[src/rtl/ps2_enc_pkg.sv]
// Shared types and constants for the ps2_key event encoder: event record,
// default key-index to scan-code map, ps2_key bit positions and emitter states.
package ps2_enc_pkg;

    typedef struct packed {
        logic       pressed;
        logic [8:0] code;
    } ps2_evt_t;

    localparam int PS2_TOGGLE_BIT  = 10;
    localparam int PS2_PRESSED_BIT = 9;
    localparam int PS2_EXT_BIT     = 8;
    localparam int PS2_CODE_MSB    = 8;

    // Bit 8 set marks an E0-prefixed (extended) code
    localparam logic [8:0] KEY_CODE [16] = '{
        9'h175, 9'h172, 9'h16B, 9'h174,
        9'h029, 9'h014, 9'h016, 9'h01E,
        9'h02E, 9'h036, 9'h02D, 9'h02B,
        9'h023, 9'h034, 9'h01C, 9'h005
    };

    typedef enum logic [0:0] {
        EMIT_IDLE = 1'b0,
        EMIT_HOLD = 1'b1
    } emit_state_t;

endpackage

[src/rtl/ps2_evt_fifo.sv]
// Synchronous FIFO of ps2_evt_t. Pointers carry one extra bit so a full
// buffer is distinguishable from an empty one; the head entry is always visible on dout.
module ps2_evt_fifo
    import ps2_enc_pkg::*;
#(
    parameter int DEPTH = 8,
    localparam int AW   = $clog2(DEPTH)
) (
    input  logic        clk_sys,
    input  logic        reset,
    input  logic        push,
    input  ps2_evt_t    din,
    input  logic        pop,
    output ps2_evt_t    dout,
    output logic        full,
    output logic        empty,
    output logic [AW:0] level
);

    localparam logic [AW:0] FULL_LVL = (AW+1)'(DEPTH);

    ps2_evt_t    mem [DEPTH];
    logic [AW:0] wr_ptr;
    logic [AW:0] rd_ptr;

    assign level = wr_ptr - rd_ptr;
    assign full  = (level == FULL_LVL);
    assign empty = (level == '0);
    assign dout  = mem[rd_ptr[AW-1:0]];

    always_ff @(posedge clk_sys or posedge reset) begin
        if (reset) begin
            wr_ptr <= '0;
            rd_ptr <= '0;
        end else begin
            if (push && !full)
                wr_ptr <= wr_ptr + 1'b1;
            if (pop && !empty)
                rd_ptr <= rd_ptr + 1'b1;
        end
    end

    // Storage holds data only; validity is defined entirely by the pointers
    always_ff @(posedge clk_sys) begin
        if (push && !full)
            mem[wr_ptr[AW-1:0]] <= din;
    end

endmodule

[src/rtl/ps2_key_encoder.sv]
// Scans level key states and emits one ps2_key toggle event per change, paced by GAP.
// Optional AUTOREPEAT_EN build adds typematic repeat of the most recently pressed key.
module ps2_key_encoder
    import ps2_enc_pkg::*;
#(
    parameter int          NKEYS        = 16,
    parameter int          FIFO_DEPTH   = 8,
    parameter int          GAP          = 4,
    parameter logic [23:0] REPEAT_DELAY = 24'd6000000,
    parameter logic [23:0] REPEAT_PER   = 24'd1200000
) (
    input  logic                          clk_sys,
    input  logic                          reset,
    input  logic [NKEYS-1:0]              keys,
    output logic [10:0]                   ps2_key,
    output logic                          pending,
    output logic [$clog2(FIFO_DEPTH):0]   fifo_lvl
);

    localparam int PW = $clog2(NKEYS);
    localparam int GW = (GAP > 1) ? $clog2(GAP) : 1;

    logic [NKEYS-1:0]   reported;
    logic [NKEYS-1:0]   diff;
    logic [2*NKEYS-1:0] diff_dbl;
    logic [NKEYS-1:0]   diff_rot;
    logic [PW-1:0]      ptr;
    logic [PW-1:0]      sel_off;
    logic [PW:0]        sel_sum;
    logic [PW-1:0]      sel_idx;
    logic               sel_vld;
    logic               scan_push;
    ps2_evt_t           scan_evt;

    logic               fifo_push;
    ps2_evt_t           push_evt;
    ps2_evt_t           fifo_dout;
    logic               fifo_full;
    logic               fifo_empty;
    logic               pop;

    emit_state_t        state, state_nxt;
    logic [GW-1:0]      gap_cnt, gap_nxt;
    logic [10:0]        key_nxt;

    // Change detect: rotate diff so offset 0 is the scan pointer, take the lowest set bit
    assign diff     = keys ^ reported;
    assign diff_dbl = {diff, diff} >> ptr;
    assign diff_rot = diff_dbl[NKEYS-1:0];

    always_comb begin
        sel_vld = 1'b0;
        sel_off = '0;
        for (int k = NKEYS-1; k >= 0; k--) begin
            if (diff_rot[k]) begin
                sel_vld = 1'b1;
                sel_off = PW'(k);
            end
        end
    end

    assign sel_sum   = {1'b0, ptr} + {1'b0, sel_off};
    assign sel_idx   = (sel_sum >= (PW+1)'(NKEYS)) ? PW'(sel_sum - (PW+1)'(NKEYS)) : PW'(sel_sum);
    assign scan_push = sel_vld && !fifo_full;
    assign scan_evt  = '{pressed: keys[sel_idx], code: KEY_CODE[sel_idx]};

    // A blocked change leaves reported[] alone so it stays visible in diff
    always_ff @(posedge clk_sys or posedge reset) begin
        if (reset) begin
            reported <= '0;
            ptr      <= '0;
        end else if (scan_push) begin
            reported[sel_idx] <= keys[sel_idx];
            ptr               <= (sel_idx == PW'(NKEYS-1)) ? '0 : sel_idx + 1'b1;
        end
    end

`ifdef AUTOREPEAT_EN
    logic          rep_act;
    logic [PW-1:0] rep_idx;
    logic [23:0]   rep_cnt;
    logic          rep_due;
    logic          rep_push;

    assign rep_due  = rep_act && keys[rep_idx] && (rep_cnt == '0) && !scan_push;
    assign rep_push = rep_due && !fifo_full;

    // Any scan push re-arms on that key; a dropped repeat still restarts the period
    always_ff @(posedge clk_sys or posedge reset) begin
        if (reset) begin
            rep_act <= 1'b0;
            rep_idx <= '0;
            rep_cnt <= '0;
        end else if (scan_push) begin
            rep_act <= keys[sel_idx];
            rep_idx <= sel_idx;
            rep_cnt <= REPEAT_DELAY - 24'd1;
        end else if (rep_act && !keys[rep_idx]) begin
            rep_act <= 1'b0;
        end else if (rep_due) begin
            rep_cnt <= REPEAT_PER - 24'd1;
        end else if (rep_act) begin
            rep_cnt <= rep_cnt - 24'd1;
        end
    end

    assign fifo_push = scan_push | rep_push;
    assign push_evt  = scan_push ? scan_evt : '{pressed: 1'b1, code: KEY_CODE[rep_idx]};
`else
    assign fifo_push = scan_push;
    assign push_evt  = scan_evt;
`endif

    ps2_evt_fifo #(
        .DEPTH (FIFO_DEPTH)
    ) u_fifo (
        .clk_sys (clk_sys),
        .reset   (reset),
        .push    (fifo_push),
        .din     (push_evt),
        .pop     (pop),
        .dout    (fifo_dout),
        .full    (fifo_full),
        .empty   (fifo_empty),
        .level   (fifo_lvl)
    );

    // Emitter: pop and toggle, then hold off so toggles are at least GAP cycles apart
    always_comb begin
        state_nxt = state;
        gap_nxt   = gap_cnt;
        key_nxt   = ps2_key;
        pop       = 1'b0;
        case (state)
            EMIT_IDLE: begin
                if (!fifo_empty && gap_cnt == '0) begin
                    pop       = 1'b1;
                    key_nxt   = {~ps2_key[PS2_TOGGLE_BIT], fifo_dout};
                    gap_nxt   = GW'(GAP - 1);
                    state_nxt = (GAP > 1) ? EMIT_HOLD : EMIT_IDLE;
                end
            end
            EMIT_HOLD: begin
                gap_nxt = gap_cnt - 1'b1;
                if (gap_cnt == GW'(1))
                    state_nxt = EMIT_IDLE;
            end
            default: state_nxt = EMIT_IDLE;
        endcase
    end

    always_ff @(posedge clk_sys or posedge reset) begin
        if (reset) begin
            state   <= EMIT_IDLE;
            gap_cnt <= '0;
            ps2_key <= '0;
        end else begin
            state   <= state_nxt;
            gap_cnt <= gap_nxt;
            ps2_key <= key_nxt;
        end
    end

    assign pending = (fifo_lvl != '0) | (|diff);

endmodule

[config.mk]
export PLATFORM = sky130hd
export DESIGN_NAME = ps2_key_encoder
export DESIGN_NICKNAME = d
export VERILOG_FILES = /design/src/rtl/ps2_enc_pkg.sv /design/src/rtl/ps2_evt_fifo.sv /design/src/rtl/ps2_key_encoder.sv
export SDC_FILE = /design/constraint.sdc
export NUM_CORES = 1
export LEC_CHECK = 0
export ABC_AREA = 1
export CAP_MARGIN = 30
export CORE_MARGIN = 4
export CORE_UTILIZATION = 61
export DETAILED_ROUTE_END_ITERATION = 16
export PLACE_DENSITY_LB_ADDON = 0.08
export RECOVER_POWER = 25
export SLEW_MARGIN = 20
export SYNTH_ARGS = -nofsm -noshare
export SYNTH_HDL_FRONTEND = slang
export SYNTH_SLANG_ARGS = --single-unit
[constraint.sdc]
create_clock -name clk_sys -period 4.96 [get_ports clk_sys]
set_input_delay 0.496 -clock clk_sys [delete_from_list [all_inputs] [get_ports clk_sys]]
set_output_delay 0.496 -clock clk_sys [all_outputs]
set_load 0.005 [all_outputs]
==> flow_summary.ini, run 1 <==
[status]
status = finished with violations
violations = capacitance limit, slew limit

[cts]
ctsHtreeMaxLevel = 3
cts_setup_buffers = 0
post_cts_resized = 0
cts_sinks = 104
insertion_delay_ns = 0.37
clkTransAtPathRegs_ns = 0.11
cts_tree = built
cts_buffers = 9
cts.root.buffer_cell = clkbuf_8
hold_buffers = 0
ctsLongestPathBuffers = 2

[placed_design]
io_buffers = 32
gp_congestion = 0.924
dp_hpwl_um = 10600

[detailed_routing]
ant_nets = 0
top_layer_used = met4
wl_met3_um = 628
dr.first_iter.drc_count = 312
wire_per_inst_um = 15.5
num_vias = 5092
dr.pass1.iters = 4
post-route-drc-count = 0
wl_met1_um = 5990
via_per_inst = 5.49
wl_um = 14300
wl_met2_um = 7200

[sta]
finalHoldViolCount = 0
setup-tns-final_ns = 0
rsz0062_at_grt = false
worst_pin_slew_ns = 2.26
min_period_ns = 4.40
finalSetupViolations = 0
period_share_pct = 88.6
slew_headroom_pct = -50.7
finClkSkew_ns = 0.0221
fmax_mhz = 227
drv_slew = 79

[critical_path]
crit_type = reg -> reg
arrival_ns = 4.49
cp_max_fo = 18
max_stage_delay_ns = 0.65
critPathLaunchType = flop
crit_path_end_kind = flop
critPathMostFrequentCell = nand2_1
critPathSlowestCell = fa_1
cp_data_required_time_ns = 5.06

[yosys]
netlist_top_cells_count = nand2_1 (227), nand3_1 (79), inv_1 (66)
synth_cell_types = 42
synth_area_per_cell_um2 = 8.23
synth_cells = 758
ys.flop_type = edfxtp_1
synthSimpleGateAreaFrac_pct = 28.9
muxShareOfSynthArea_pct = 1.12
synth_fa_ha_area_share_pct = 4.05
synth_most_common_cell = nand2_1
synth_top_family_by_area = simple AND/OR/NAND/NOR gates
synth_top_area_cell = edfxtp_1
ys_seq_elements = 104
synth-edff-count = 64
syn_nets = 795
synthXorXnorAreaFrac_pct = 1.54
yosysSeqAreaShare_pct = 46.9
synth_area_leaders = edfxtp_1 (31%), dfrtp_1 (16%), nand2_1 (14%), nand3_1 (6.3%), inv_1 (4.0%)
syn_area_um2 = 6240
synth_compound_area_share_pct = 9.85
ys_warn_count = 0
synthArstFlopShare_pct = 38.5
yosysTopAreaCellShare_pct = 30.8

[grt]
grt_max_degree = 41
grt_pass1_vias = 4851
grt_pass1_wl_um = 23500
groute.usage.overall_pct = 25.8
overflow = 0
antenna_found_initial = 0

[flow_run]
max-cap-violations = 2

[floorplan]
die-width_um = 109
die_h_um = 109
design.die.area_um2 = 11900
placementRows = 36
initial_core_util_pct = 63.2
num_io_pins = 34
core_area_um2 = 9860

[cells_and_area]
antennaDiodeCount = 0
nets = 827
areaGrowthSynthToFinish_pct = 9.77
layout-drive-gt1-share_pct = 11.8

[hold_path]
worstHoldPathType = reg -> reg
## cell usage in the layout (no fill, tap or decap), types with 2 or more instances in the layout
cell type and instances:
o31ai_1 2, or2_2 3, ha_1 17, o22ai_1 3, clkdlybuf4s50_1 20, and2_1 2, inv_2 9, nand2_1 227
nand2_2 20, a21oi_1 15, inv_8 3, xnor2_1 3, clkbuf_1 2, xor2_1 8, buf_4 15, fa_1 2
nor3_1 3, inv_6 2, o21ai_2 13, o21ai_0 38, o211ai_1 4, nor2_4 3, clkbuf_8 9, mux2i_1 7
inv_1 65, dlygate4sd3_1 12, o221ai_1 7, nand3_2 7, nor2_2 7, nand3_1 79, a31oi_1 2, o21ai_1 16
nor2_1 57, edfxtp_1 64, dfrtp_1 40
## sequential cells by signal (all words and copies together), names as in the netlist
name	flops
state	1
reported	16
ps2_key	9
gap_cnt	2
u_fifo.rd_ptr	4
ptr	4
u_fifo.wr_ptr	4
u_fifo.mem	64
## per-stage QoR
stage	area, µm²	hold WS, ns	worst slack (ns)	cells	util [%]
3_5_place_dp	6660	0.466	0.0970	911	67.5
5_1_grt	6850	0.485	0.0881	928	69.4
3_3_place_gp	6660	0.456	0.219	911	67.5
2_1_floorplan	6240	0.460	1.04	758	-
6_report	6850	0.473	0.564	928	69.4
4_1_cts	6840	0.484	0.438	927	69.4
## layout make-up
| type | instances | area (µm²) |
|---|---|---|
| clock buffer | 9 | 124 |
| clock inverter | 7 | 62.6 |
| fill | 813 | 3020 |
| inverter | 75 | 287 |
| multi-input combinational | 551 | 2840 |
| sequential | 104 | 2920 |
| tap | 133 | 166 |
| timing repair buffer | 49 | 440 |
## final timing paths
check | endpoint | slack [ns] | cells past startpoint | from
worst max-delay path | u_fifo.mem[4][0] | 0.56 | 28 | ptr[0]
worst min-delay path | ps2_key[10] | 0.47 | 1 | ps2_key[10]
worst max register to register | u_fifo.mem[4][0] | 0.56 | 28 | ptr[0]
worst min register to register | ps2_key[10] | 0.47 | 1 | ps2_key[10]
max in group asynchronous | reported[11] | 2.27 | 3 | reset
min in group asynchronous | ps2_key[3] | 1.39 | 3 | reset
## critical path: cells and delay by family (launching register included)
kind / cells / cell delay [ns]
buffers and inverters: 3 / 0.45
adders and majority gates: 3 / 1.17
and+or+nand+nor: 20 / 1.59
AOI/OAI and AO/OA: 2 / 0.53
DFF: 1 / 0.38
## logic make-up after synthesis
family          count (synthesis)
simple gates                  411
buf+inv                       103
other cells                     1
flops                         104
mux                             7
compound gates                102
fa+ha+maj                      19
xor+xnor                       11
## layer usage
metal | vias to the layer above | global-route usage [%]
met2 | 125 | 45.6
met3 | 33 | 4.09
met1 | 2380 | 31.2
li1 | 2554 | -
met5 | - | 0
met4 | 0 | 10.8
Power of run 1 is not shown: default switching activity piles up to over one toggle a cycle in this logic, so the estimate is an artifact.
==> run 2, diff against run 1 <==
--- a/config.mk
+++ b/config.mk
@@ -10,7 +10,7 @@
 export CORE_MARGIN = 4
 export CORE_UTILIZATION = 61
 export DETAILED_ROUTE_END_ITERATION = 16
-export PLACE_DENSITY_LB_ADDON = 0.08
+export PLACE_DENSITY = 0.81
 export RECOVER_POWER = 25
 export SLEW_MARGIN = 20
 export SYNTH_ARGS = -nofsm -noshare
==> flow_summary.ini, run 2 (synthesis results as in run 1) <==
[status]
status = finished with violations
violations = capacitance limit, slew limit

[cts]
hold_buffers = 0
cts_sinks = 104
insertion_delay_ns = 0.39
ctsLongestPathBuffers = 2
cts.root.buffer_cell = clkbuf_8
clkTransAtPathRegs_ns = 0.12
cts_tree = built
cts_buffers = 9
ctsHtreeMaxLevel = 3

[cells_and_area]
mostFrequentLayoutCell = nand2_1
areaGrowthSynthToFinish_pct = 8.97
n_fill_cell = 773
largest_register_ff_count = 64
antennaDiodeCount = 0
final_cell_mix = nand2_1 (228), nand3_1 (79), inv_1 (67)
nets = 822
layout-drive-gt1-share_pct = 10.9

[placed_design]
pre_cts_slack_ns = 0.221
dp_hpwl_um = 10500
io_buffers = 32
gp_congestion = 0.933

[critical_path]
cp_max_fo = 17
critPathLaunchType = flop
r2r_slack_ns = 0.42
critPathMostFrequentCell = nand2_1
crit_type = reg -> reg
max_stage_delay_ns = 0.56
critPathSlowestCell = dfrtp_2
crit_path_end_kind = flop
arrival_ns = 4.62
cp_data_required_time_ns = 5.04

[detailed_routing]
num_vias = 5199
wl_um = 14500
wire_per_inst_um = 15.8
post-route-drc-count = 0
via_per_inst = 5.63
ant_nets = 0
dr.pass1.iters = 5
dr.first_iter.drc_count = 562

[sta]
fmax_mhz = 220
finalSetupViolations = 0
finalHoldViolCount = 0
finClkSkew_ns = 0.0201
whs_ns = 0.477
slew_headroom_pct = -47.0
worst_pin_slew_ns = 2.21
rsz0062_at_grt = false
fin_ws_ns = 0.422
period_share_pct = 91.5
setup-tns-final_ns = 0
min_period_ns = 4.54
drv_slew = 79

[floorplan]
num_io_pins = 34
die-width_um = 109
core_area_um2 = 9860
design.die.area_um2 = 11900
die_h_um = 109
placementRows = 36
initial_core_util_pct = 63.2

[grt]
groute.usage.overall_pct = 25.9
grt_max_degree = 41
antenna_found_initial = 0
grt_pass1_vias = 4791
grt_pass1_wl_um = 23400
overflow = 0

[flow_run]
max-cap-violations = 2

[hold_path]
worstHoldPathType = reg -> reg
## run 2: cell count changes in the layout (fill, tap and decap cells not counted), sizes merged
cell / delta
clkdlybuf4s50: +1
buf: -5
dlygate4sd3: -1
clkbuf: +1
inv: -1
## run 2: worst paths after layout
| kind | start | end | cells after the start |
|---|---|---|---|
| max in group asynchronous | reset | ptr[0] | 3 |
| worst min-delay path | ps2_key[10] | ps2_key[10] | 1 |
| worst min register to register | ps2_key[10] | ps2_key[10] | 1 |
| worst max-delay path | ptr[0] | u_fifo.mem[2][4] | 29 |
| min in group asynchronous | reset | gap_cnt[1] | 3 |
| worst max register to register | ptr[0] | u_fifo.mem[2][4] | 29 |
## run 2: per-layer routing
layer  global-route usage [%]  up-vias  share of wire [%]
li1                         -     2543                  -
met1                     37.0     2403                 45
met2                     39.4      220                 45
met3                     5.68       33                7.8
met4                     8.12        0                1.7
met5                        0        -                  0
## run 2: metrics by stage
| stage | instances | cell area [µm²] | util (%) |
|---|---|---|---|
| after floorplan | 758 | 6240 | - |
| after global placement | 907 | 6630 | 67.2 |
| after detailed placement | 907 | 6630 | 67.2 |
| after CTS | 923 | 6800 | 69.0 |
| after global routing | 923 | 6800 | 68.9 |
| final | 923 | 6800 | 68.9 |
## run 2: critical path, delay by kind of cell (launching register included)
kind            cells  cell delay [ns]
flops               1             0.56
fa+ha+maj           3             1.03
buf+inv             3             0.53
compound gates      2             0.17
simple gates       21             1.94
## run 2: cell type report
| class | instances | area, µm² | share of cell area [%] |
|---|---|---|---|
| Clock buffer | 10 | 128 | 1.88 |
| Multi-Input combinational cell | 551 | 2840 | 41.8 |
| Tap cell | 133 | 166 | 2.45 |
| Inverter | 75 | 287 | 4.22 |
| Sequential cell | 104 | 2920 | 43.0 |
| Timing Repair Buffer | 44 | 403 | 5.93 |
| Clock inverter | 6 | 50.0 | 0.737 |
## run 2: what timing repair did
| item | 4_1_cts | 5_1_grt |
|---|---|---|
| resized for setup | 0 | 1 |
| endpoints found under the setup margin | 0 | 64 |
| setup buffers | 0 | 0 |
Power of run 2 is left out for the same reason.
==> run 3, diff against run 2 <==
--- a/config.mk
+++ b/config.mk
@@ -10,6 +10,7 @@
 export CORE_MARGIN = 4
 export CORE_UTILIZATION = 61
 export DETAILED_ROUTE_END_ITERATION = 16
+export MAX_ROUTING_LAYER = met4
 export PLACE_DENSITY = 0.81
 export RECOVER_POWER = 25
 export SLEW_MARGIN = 20
==> flow_summary.ini, run 3 (synthesis results as in run 1) <==
[critical_path]
critPathMostFrequentCell = nand2_1
crit_end = u_fifo.mem[5][1]
r2r_slack_ns = 0.46
crit_path_end_kind = flop
max_stage_delay_ns = 0.57
crit_buf_inv = 2
cp_data_required_time_ns = 5.05
r2r_end = u_fifo.mem[5][1]
cp_top_family = simple AND/OR/NAND/NOR gates
startpoint = ptr[0]
r2r-start = ptr[0]
worst_r2r_path_depth = 28
arrival_ns = 4.59
critPathLaunchType = flop
crit_type = reg -> reg
cp_num_cells = 28
critPathSlowestCell = dfrtp_2
cp_max_fo = 18

[detailed_routing]
ant_nets = 0
wl_um = 14700
top_layer_used = met4
dr.pass1.iters = 5
wl_met3_um = 1210
dr.first_iter.drc_count = 578
post-route-drc-count = 0
num_vias = 5260
wl_met1_um = 6670
via_per_inst = 5.70
wl_met2_um = 6570
wire_per_inst_um = 15.9

[sta]
worst_pin_slew_ns = 2.28
drv_slew = 79
finClkSkew_ns = 0.0269
period_share_pct = 90.7
finalHoldViolCount = 0
fmax_mhz = 222
finalSetupViolations = 0
min_period_ns = 4.50
whs_ns = 0.473
rsz0062_at_grt = false
setup-tns-final_ns = 0
slew_headroom_pct = -51.8

[cells_and_area]
final_cell_mix = nand2_1 (228), nand3_1 (79), inv_1 (66)
final-instance-count-excl-fill = 923
largest_register_ff_count = 64
antennaDiodeCount = 0
mostFrequentLayoutCell = nand2_1
layout-drive-gt1-share_pct = 11.1
areaGrowthSynthToFinish_pct = 9.31
nets = 822
post-route-util_pct = 69.1

[status]
violations = capacitance limit, slew limit
status = finished with violations

[grt]
grt_pass1_vias = 4734
grt_pass1_wl_um = 23500
grt_max_degree = 41
antenna_found_initial = 0
groute.usage.overall_pct = 26.7
overflow = 0

[cts]
insertion_delay_ns = 0.38
cts_tree = built
cts_buffers = 9
cts_sinks = 104
cts.root.buffer_cell = clkbuf_8
post_cts_resized = 0
ctsHtreeMaxLevel = 3
cts_setup_buffers = 0
hold_buffers = 0
ctsLongestPathBuffers = 2
clkTransAtPathRegs_ns = 0.10

[floorplan]
die-width_um = 109
design.die.area_um2 = 11900
placementRows = 36
core_area_um2 = 9860
num_io_pins = 34
initial_core_util_pct = 63.2
die_h_um = 109

[placed_design]
io_buffers = 32
placed_cells = 906
gp_congestion = 0.962
dp_hpwl_um = 10700

[hold_path]
worstHoldPathType = reg -> reg

[flow_run]
max-cap-violations = 2
==> run 3: cell counts in the layout (fill, tap and decap cells not counted) <==
Identical to the previous run, type by type.
==> run 3: cell type report <==
type                            count  area (µm²)
Timing Repair Buffer               44         403
Multi-Input combinational cell    551        2840
Clock inverter                      6        61.3
Clock buffer                       10         138
Tap cell                          133         166
Fill cell                         770        3050
Inverter                           75         287
Sequential cell                   104        2920
==> run 3: stage by stage <==
step	worst slack (ns)	cell area (µm²)
after CTS	0.369	6820
final	0.459	6820
after global placement	0.249	6620
after global routing	0.0774	6820
after floorplan	1.04	6240
after detailed placement	0.236	6620
==> run 3: worst min path at each step <==
stage | startpoint | end | slack [ns] | cells after the start
after floorplan | state | gap_cnt[1] | 0.46 | 1
after global placement | ps2_key[10] | ps2_key[10] | 0.46 | 1
after global routing | ps2_key[10] | ps2_key[10] | 0.50 | 1
after detailed placement | ps2_key[10] | ps2_key[10] | 0.47 | 1
after CTS | ps2_key[10] | ps2_key[10] | 0.49 | 1
final | ps2_key[10] | ps2_key[10] | 0.47 | 1
==> run 3: worst register-to-register path, delay by kind of cell, from the launching register on <==
family          cells  cell delay, ns
buf+inv             2            0.42
simple gates       22            2.09
compound gates      2            0.57
fa+ha+maj           2            0.59
flops               1            0.57
==> run 3: layer usage <==
| metal | up-vias | global-route usage (%) |
|---|---|---|
| li1 | 2546 | - |
| met1 | 2457 | 38.9 |
| met2 | 237 | 39.3 |
| met3 | 20 | 3.55 |
| met4 | 0 | 7.48 |
| met5 | - | - |
Power of run 3 is left out for the same reason.
